--- src/rtl/uart_rx.sv ---
// uart_rx: 8N1 serial receiver with an internal bit timer that samples each bit at its centre.
// Build macro UART_RX_MAJORITY_EN selects 3-sample majority voting of the synchronised line.
module uart_rx #(
   parameter int CLKS_PER_BIT = 48
) (
   input  logic       clk,
   input  logic       reset,
   input  logic       serial_rxd,
   output logic [7:0] data,
   output logic       data_strobe,
   output logic       framing_error,
   output logic       busy
);

   localparam int            CW        = $clog2(CLKS_PER_BIT);
   localparam logic [CW-1:0] HALF_TERM = CW'(CLKS_PER_BIT / 2 - 1);
   localparam logic [CW-1:0] FULL_TERM = CW'(CLKS_PER_BIT - 1);

   typedef enum logic [2:0] {
      S_IDLE,
      S_START,
      S_DATA,
      S_STOP,
      S_BREAK
   } state_t;

   state_t        state_q, state_d;
   logic [CW-1:0] cnt_q, cnt_d;
   logic [2:0]    bit_idx_q, bit_idx_d;
   logic [7:0]    shift_q, shift_d;
   logic [7:0]    data_q, data_d;
   logic          strobe_q, strobe_d;
   logic          ferr_q, ferr_d;
   logic          rxd_meta_q, rxd_sync_q;
   logic          sample;

   // Two-flop synchroniser; both flops reset to the idle (mark) level.
   always_ff @(posedge clk) begin
      if (reset) begin
         rxd_meta_q <= 1'b1;
         rxd_sync_q <= 1'b1;
      end else begin
         // NOTE: non-blocking so the second flop sees the first flop's old value.
         rxd_meta_q <= serial_rxd;
         rxd_sync_q <= rxd_meta_q;
      end
   end

`ifdef UART_RX_MAJORITY_EN
   logic [1:0] hist_q;

   always_ff @(posedge clk) begin
      if (reset) hist_q <= 2'b11;
      else       hist_q <= {hist_q[0], rxd_sync_q};
   end

   assign sample = (rxd_sync_q & hist_q[0]) | (rxd_sync_q & hist_q[1]) | (hist_q[0] & hist_q[1]);
`else
   assign sample = rxd_sync_q;
`endif

   // State register
   always_ff @(posedge clk) begin
      if (reset) begin
         state_q   <= S_IDLE;
         cnt_q     <= '0;
         bit_idx_q <= '0;
         shift_q   <= '0;
         data_q    <= '0;
         strobe_q  <= 1'b0;
         ferr_q    <= 1'b0;
      end else begin
         state_q   <= state_d;
         cnt_q     <= cnt_d;
         bit_idx_q <= bit_idx_d;
         shift_q   <= shift_d;
         data_q    <= data_d;
         strobe_q  <= strobe_d;
         ferr_q    <= ferr_d;
      end
   end

   // Next-state logic
   always_comb begin
      // NOTE: every target gets a default first, so no path can infer a latch.
      state_d   = state_q;
      cnt_d     = cnt_q;
      bit_idx_d = bit_idx_q;
      shift_d   = shift_q;
      data_d    = data_q;
      strobe_d  = 1'b0;
      ferr_d    = 1'b0;
      case (state_q)
         S_IDLE: begin
            cnt_d = '0;
            if (!rxd_sync_q) state_d = S_START;
         end
         S_START: begin
            if (cnt_q == HALF_TERM) begin
               cnt_d = '0;
               if (sample) begin
                  state_d = S_IDLE;
               end else begin
                  state_d   = S_DATA;
                  bit_idx_d = 3'd0;
               end
            end else begin
               cnt_d = cnt_q + CW'(1);
            end
         end
         S_DATA: begin
            if (cnt_q == FULL_TERM) begin
               cnt_d     = '0;
               shift_d   = {sample, shift_q[7:1]};
               bit_idx_d = bit_idx_q + 3'd1;
               if (bit_idx_q == 3'd7) state_d = S_STOP;
            end else begin
               cnt_d = cnt_q + CW'(1);
            end
         end
         S_STOP: begin
            if (cnt_q == FULL_TERM) begin
               cnt_d = '0;
               if (sample) begin
                  data_d   = shift_q;
                  strobe_d = 1'b1;
                  state_d  = S_IDLE;
               end else begin
                  ferr_d  = 1'b1;
                  state_d = S_BREAK;
               end
            end else begin
               cnt_d = cnt_q + CW'(1);
            end
         end
         S_BREAK: begin
            // A line held low must return high before another frame can start.
            cnt_d = '0;
            if (rxd_sync_q) state_d = S_IDLE;
         end
         default: state_d = S_IDLE;
      endcase
   end

   // Output logic
   always_comb begin
      data          = data_q;
      data_strobe   = strobe_q;
      framing_error = ferr_q;
      busy          = (state_q != S_IDLE);
   end

endmodule

--- config.mk ---
export PLATFORM = sky130hd
export DESIGN_NAME = uart_rx
export DESIGN_NICKNAME = d
export VERILOG_FILES = /design/src/rtl/uart_rx.sv
export SDC_FILE = /design/constraint.sdc
export NUM_CORES = 1
export LEC_CHECK = 0
export CAP_MARGIN = 20
export CELL_PAD_IN_SITES_DETAIL_PLACEMENT = 1
export CELL_PAD_IN_SITES_GLOBAL_PLACEMENT = 1
export CORE_ASPECT_RATIO = 0.7
export CORE_MARGIN = 1.5
export CORE_UTILIZATION = 43
export CTS_CLUSTER_SIZE = 10
export DETAILED_ROUTE_END_ITERATION = 10
export HOLD_SLACK_MARGIN = 0.12
export PLACE_DENSITY = 0.87
export SLEW_MARGIN = 20
export SYNTH_ARGS = -nofsm -noshare
export SYNTH_HDL_FRONTEND = slang
export SYNTH_SLANG_ARGS = --single-unit
--- constraint.sdc ---
create_clock -name clk -period 1.85 [get_ports clk]
set_input_delay 0.37 -clock clk [delete_from_list [all_inputs] [get_ports clk]]
set_output_delay 0.37 -clock clk [all_outputs]
set_load 0.01 [all_outputs]
==> flow_summary_export.csv <==
group,metric,value,unit
timing,layout_min_cycle_time,1672,ps
clock_network,ctsHtreeMaxLevel,2,
synthesis,syn_avg_cell_area,9.887,µm²
setup_path,critPathKind,"flip-flop to flip-flop",
synthesis,syn-instance-count,143,
setup_path,start_kind,"flip-flop",
timing,rsz0062_at_grt,"false",
layout,drive_gt1_share,16.67,%
place,port_buffers,13,
floorplan,core_area,3148,µm²
min_path,min_path_type,"flip-flop to flip-flop",
timing,final.period_utilization,90.40,%
clock_network,numCtsBuffers,5,
timing,timing.fmax,0.5980,GHz
floorplan,die_y,50.98,µm
floorplan,die_w,71.54,µm
routing,wl_per_cell,16.37,µm
timing,drv_slew,0,
global_routing,grt_overflow,0,
timing,hold_viol,0,
synthesis,netlist_area,1414,µm²
global_routing,grt_pass1_vias,1133,
synthesis,yosys.area.top_type_share,45.31,%
clock_network,post-cts-setup-buffers,0,
global_routing,grt_pass1_wl,5506,µm
pwr,p_sw_share,22.03,%
synthesis,ys_ff_latch,32,
routing,vias,1086,
synthesis,yosysTopAreaCell,"dfxtp_1",
setup_path,arrival,1850,ps
layout,final_cell_mix,"dfxtp_1 (32), nor2_1 (29), mux2i_1 (17), clkdlybuf4s50_1 (12), buf_4 (8)",
layout,num_antenna_cells,0,
layout,fin_nets,168,
synthesis,synth_nets,149,
synthesis,yosys_warnings,0,
global_routing,grt_max_degree,18,
clock_network,cts_root_buffer,"clkbuf_8",
place,dp_hpwl,2327,µm
layout,nFillCells,357,
pwr,power.leakage,0.6976,nW
routing,detail-route-antenna-nets,0,
place,place.gp.congestion,0.8752,
global_routing,antenna_found_initial,0,
synthesis,netlist_top_cells_area,"dfxtp_1 (45%), mux2i_1 (12%), nor2_1 (7.7%), buf_6 (4.0%), ha_1 (2.7%)",
timing,finalSetupViolations,0,
place,dp_slack,121.1,ps
timing,relSlewSlack,77.88,%
floorplan,initial_core_util,44.91,%
setup_path,cp_max_fo,11,
timing,skew,4.628,ps
timing,tightestPinTransition,330.6,ps
clock_network,clock_path_buffers,2,
floorplan,io_pins,14,
routing,first_pass_iters,6,
clock_network,clkLatencyLatePin,290,ps
clock_network,cts_tree,"built",
pwr,comb_power_share,3.7,%
pwr,power_per_cell_area,747.6,nW/µm²
pwr,ir_drop,475.3,µV
layout,instances_no_fill,200,
run_status,status,"finished, final reports clean",
pwr,p_sw,0.2731,mW
setup_path,cp.required,2020,ps
pwr,power_frac_seq,56.1,%
run,cap_violations,0,
layout,syn2layout_area_growth,17.26,%
layout,final_common_cell,"dfxtp_1",
routing,drt_iter0_markers,49,
setup_path,worstPathCellList,"ha_1 > nand2_4 > nor4_4 > buf_4 > mux2i_1 > nor2_1",
timing,fin_ws,177.6,ps
pwr,intPower,0.9663,mW
setup_path,crit_path_top_delay_cell,"dfxtp_1",
routing,route.detailed.drc,0,
global_routing,grt_usage,20.47,%
routing,viasPerCell,5.430,
clock_network,clk_pin_slew_worst_paths,60,ps
place,dp.cells,193,
pwr,clkPwrFrac,40.1,%
floorplan,rows,17,
synthesis,yosysUniqueCellTypes,36,
clock_network,cts.sinks,32,
synthesis,yosysSeqAreaShare,45.31,%
timing,tns,0,ps
setup_path,end_kind,"flip-flop",
setup_path,cp_slowest_stage_delay,370,ps
routing,routed_wl,3274,µm
floorplan,design.die.area,3647,µm²
## power by group through the flow
stage               logic (mW)  clock network [mW]  registers [mW]
detailed placement      0.0468                   0           0.711
floorplan               0.0302                   0           0.711
CTS                     0.0468               0.511           0.696
finish                  0.0462               0.498           0.696
global route            0.0510               0.537           0.696
global placement        0.0437                   0           0.711
## timing repair
item                                    4_1_cts  5_1_grt
hold buffers                                  0        0
endpoints found under the setup margin        0        4
resized for setup                             0        2
## path summary, 6_finish.rpt
path         cells after the start          to  slack, ps        from
max                              6  shift_q[4]        180    cnt_q[0]
min                              1  rxd_sync_q        410  rxd_meta_q
max reg2reg                      6  shift_q[4]        180    cnt_q[0]
min reg2reg                      1  rxd_sync_q        410  rxd_meta_q
## cell families (layout without fill, tap and decap cells)
family	Yosys count	after routing	share of synthesized area (%)
buf+inv	9	28	5.575
simple gates	57	57	21.42
flops	32	32	45.31
compound gates	21	21	10.53
fa+ha+maj	3	3	2.655
xor+xnor	4	4	2.478
mux	17	17	12.04
## cell usage after synthesis
master    count
mux2i_1      17
ha_1          3
nand2_1       6
xor2_1        2
dfxtp_1      32
a21oi_1       6
buf_4         2
clkbuf_1      2
nor2_2        1
or3b_4        1
a31oi_2       1
o21ai_1       3
buf_6         5
and4_1        1
o21a_1        1
a211oi_2      1
nand2_4       1
nor2b_1       3
nand4b_1      1
and2b_2       1
nor2_1       29
nor4_4        1
nor4_1        1
or3_1         1
o21ai_0       3
nand3_1       2
o41ai_2       1
or2_2         2
a211o_1       1
o21ai_2       1
nand4b_2      1
a22oi_1       2
o31ai_1       1
nand4_1       1
nor3_1        4
xnor2_1       2
## layout make-up
| cell class | count | area (µm²) | area share [%] |
|---|---|---|---|
| multi-input combinational | 102 | 699.4 | 42.19 |
| sequential | 32 | 640.6 | 38.64 |
| timing repair buffer | 21 | 192.7 | 11.62 |
| clock buffer | 6 | 72.57 | 4.377 |
| tap | 38 | 47.55 | 2.868 |
| clock inverter | 1 | 5.005 | 0.3019 |
## stage by stage
step	utilization (%)	area (µm²)	hold WS [ps]	power, mW
after floorplan	-	1414	389.5	0.7416
after global placement	49.96	1573	397.4	0.7543
after detailed placement	49.96	1573	397.2	0.7577
after CTS	52.42	1650	412.2	1.253
after global routing	52.66	1658	422.3	1.284
final	52.66	1658	408.2	1.239
## sequential cells by signal (all words and copies together) (netlist names)
register / flops
framing_error: 1
cnt_q: 6
state_q: 3
rxd_sync_q: 1
data_strobe: 1
data: 8
shift_q: 8
rxd_meta_q: 1
bit_idx_q: 3
## layer usage
metal | GRT usage (%) | vias to the layer above | part of all wire, %
met5 | 0 | - | 0
met4 | 9.434 | 0 | 2.9
met3 | 7.890 | 10 | 3.7
met2 | 32.09 | 16 | 46
met1 | 25.03 | 528 | 47
li1 | - | 532 | -
## critical path: cells and delay by family (launching register included)
kind	cells	cell delay (ps)
adder cells (fa/ha/maj)	1	270
multiplexers	1	230
buffers and inverters	1	260
AND/OR/NAND/NOR	3	420
flip-flops	1	370
Power figures use the tool's default switching activity.
==> variant 1, RTL diff (same settings) <==
Put a register stage on the output `data`, without a reset. The value now appears one clock later. The other outputs are not delayed to match.
--- a/src/rtl/uart_rx.sv
+++ b/src/rtl/uart_rx.sv
@@ -23,6 +23,8 @@
       S_STOP,
       S_BREAK
    } state_t;
+
+   logic [7:0] data_c;
 
    state_t        state_q, state_d;
    logic [CW-1:0] cnt_q, cnt_d;
@@ -144,11 +146,15 @@
 
    // Output logic
    always_comb begin
-      data          = data_q;
+      data_c        = data_q;
       data_strobe   = strobe_q;
       framing_error = ferr_q;
       busy          = (state_q != S_IDLE);
    end
 
+   always_ff @(posedge clk) begin
+      data <= data_c;
+   end
+
 endmodule
 
Formal check against the unedited RTL: same outputs for any inputs over 10 cycles, from zero or initial values and one cycle with reset high; that may be too few to reach the edited logic, so the function may still have changed.
==> variant 1 against the original RTL <==
Setup slack got worse by 0.064 ns. Routed wire length increased by 3.6%. Design area increased by 8.2%. Total power increased by 19%. Sequential cell count increased by 8. Global-route usage decreased by 0.94 points. Worst hold slack got worse by 0.051 ns. Final cell count increased by 14%. Synthesized area increased by 6.5%.
==> variant 1: results (changes against the original RTL) <==
status=completed; Flop pwr share=0.592 (+0.031); metal3 WL=143 um (+17%); NonClk Buf Share=0.09693 (-0.01929); sequential cell area share=0.4484 (+0.06198); clk_skew=0.009866 ns (+0.005238 ns); WP data arrival=1.90 ns (+0.05 ns); fin area=1794 um^2 (+8.2%); Peak supply drop=523.4 uV (+10%); # clk buffers=5 (-1); Total GRT Usage=0.1953 (-0.009417); ClkCell Share=0.04881 (+0.002022); inverters=2 (+2); Slew HR=0.6540 (-0.1248); post-cts sizing count=3 (+3); FF+latch count=40 (+25%); clock slew at reported path FFs=0.08 ns (+0.02 ns); register area share after synthesis=0.5316 (+0.07846); Top Layer Used=met3; Placed Area=1702 um^2 (+8.2%); cells after synthesis=161 (+13%); Final min period=1.736 ns (+0.06398 ns); drt first-iter violations=52 (+6.1%); WL met2=1561 um (+2.6%); drt pass-1 iters=4 (-2); vias in the first global route=1,171 (+3.4%); total power=1.480 mW (+19%); synth cell count leaders=40 x dfxtp_1, 27 x nand2_1, 18 x nor2_1, 12 x a21oi_1, 8 x mux2i_1; fill count=378 (+5.9%); hold endpoint=data[0]; Yosys cell types=38 (+5.6%); Total Routed Length=3392 um (+3.6%); pre-CTS WS=0.04133 ns (-0.07979 ns); first-pass GRT wire length=5561 um (+1.0%); CP peak stage delay=0.48 ns (+0.11 ns); Worst path slowest cell=or4_1; largest net degree at the start of global routing=25 (+7)
## variant 1: cell types whose count changed after synthesis, sizes merged, moves of 3 or more
cell,change
clkbuf,+3
nor2,-12
mux2i,-9
a21oi,+6
buf,-4
nand2,+20
dfxtp,+8
## variant 1: cells by family (layout without fill, tap and decap cells)
group	count (synthesis)	after routing	synth area share
buffers and inverters	10	29	0.03073
AND/OR/NAND/NOR	71	71	0.2392
XOR/XNOR	4	4	0.02326
flip-flops	40	40	0.5316
adder cells (fa/ha/maj)	3	3	0.02492
AO/OA/AOI/OAI	25	25	0.09719
multiplexers	8	8	0.05316
## variant 1: layer usage
layer,global-route usage,up-vias
met2,0.3138,24
met1,0.2622,570
met3,0.05192,0
met4,0.04630,0
li1,-,586
met5,0,-
## variant 1: worst max-delay path, delay by kind of cell, from the launching register on
kind	cells	cell delay (ns)
and+or+nand+nor	3	0.69
buffers and inverters	1	0.20
muxes	1	0.16
adders and majority gates	1	0.22
DFF	1	0.36
==> variant 2, RTL diff (same settings) <==
Made on the original files. The option `UART_RX_MAJORITY_EN` is turned on by a define.
--- a/src/rtl/uart_rx.sv
+++ b/src/rtl/uart_rx.sv
@@ -1,5 +1,7 @@
 // uart_rx: 8N1 serial receiver with an internal bit timer that samples each bit at its centre.
 // Build macro UART_RX_MAJORITY_EN selects 3-sample majority voting of the synchronised line.
+`define UART_RX_MAJORITY_EN
+
 module uart_rx #(
    parameter int CLKS_PER_BIT = 48
 ) (
Behaviour: same outputs for any inputs over 10 cycles, from zero or initial values and one cycle with reset high; that may be too few to reach the edited logic, so the function may still have changed.
==> variant 2 against the original RTL <==
Final cell count grew 5.5%. Design area grew 2.1%. Routed wire length grew 2.5%. Sequential cell count grew 2. Maximum frequency increased by 0.21%. Synthesized area shrank 1.2%. First-iteration DRC count up 110%. Setup slack improved by 0.0034 ns. Largest power group unchanged. Total power rose by 19%. Sequential share of layout area rose by 1.6 points.
==> variant 2: results (changes against the original RTL) <==
status=completed; synth cell count leaders=34 x dfxtp_1, 21 x nand2_1, 21 x nor2_1, 12 x a21oi_1, 9 x mux2i_1; Final nets=178 (+6.0%); Peak supply drop=577.0 uV (+21%); via-per-instance ratio=5.569 (+2.6%); Placed Area=1580 um^2 (+0.48%); post-cts sizing count=1 (+1); first-pass GRT wire length=5540 um (+0.62%); Final min period=1.669 ns (-0.003429 ns); final RePlAce weighted congestion=0.8546 (-2.4%); worst-case reg-to-reg path depth=4 (-2); GR Util met3=0.04819 (-0.03070); clk_skew=0.005546 ns (+0.0009180 ns); vias in the first global route=1,130 (-0.26%); Critical Path End=cnt_q[1]; Min Hold Slack=0.4293 ns (+0.02111 ns); Worst Tran Pin Value=0.4611 ns (+0.1305 ns); Crit Path Max Fanout=7 (-4); fin util=0.5414 (+0.01479); leak pwr=0.6778 nW (-2.8%); r2r startpoint=cnt_q[3]; drt first-iter violations=102 (+110%); DR vias=1,175 (+8.2%); Post-CTS Setup Inserts=0 (unchanged); Total Routed Length=3355 um (+2.5%); comb pwr=0.0485 mW (+5.0%); Total GRT Usage=0.2044 (-0.0003207); Net Sw Frac=0.2163 (-0.004000); top cells by area, synth=dfxtp_1 49%, mux2i_1 6.4%, nand2_1 5.6%; cells after synthesis=155 (+8.4%); DP HPWL=2281 um (-1.9%); layout cell share with drive strength beyond 1=0.1445 (-0.02216); CP peak stage delay=0.54 ns (+0.17 ns); Worst path slowest cell=or4b_1; fill count=362 (+1.4%); largest net degree at the start of global routing=19 (+1); drt pass-1 iters=4 (-2); dpl cells=203 (+5.2%); met1 GRT Util=0.2739 (+0.02355); sequential power=0.747 mW (+7.3%); grt met2 use=0.3117 (-0.009144); syn nets=161 (+8.1%); Root Buffer=clkbuf_8; Comb pwr share=0.033 (-0.004); metal3 WL=124 um (+1.6%)
## variant 2: changes by cell type in the layout (fill, tap and decap cells not counted), sizes merged, moves of 2 or more
cell,unedited run,this run
nand2,7,22
nor2,30,21
mux2i,17,9
a21oi,6,12
buf,8,5
and3,0,2
and4b,0,2
dfxtp,32,34
nand3,2,4
nor2b,3,1
o21ai,7,5
or2,2,4
or4b,0,2
## variant 2: area by class of cell
type	count	share of cell area
Clock inverter	3	0.02365
Multi-Input combinational cell	113	0.4043
Timing Repair Buffer	18	0.1005
Clock buffer	5	0.04065
Tap cell	38	0.02809
Sequential cell	34	0.4028
## variant 2: kinds of logic (layout without fill, tap and decap cells)
kind of cell | count (synthesis) | in the layout | share of synthesized area
AOI/OAI and AO/OA | 24 | 24 | 0.1003
adders and majority gates | 4 | 4 | 0.03402
buffers and inverters | 8 | 26 | 0.02328
xor gates and xnor gates | 4 | 4 | 0.02507
DFF | 34 | 34 | 0.4870
muxes | 9 | 9 | 0.06446
and+or+nand+nor | 72 | 72 | 0.2659
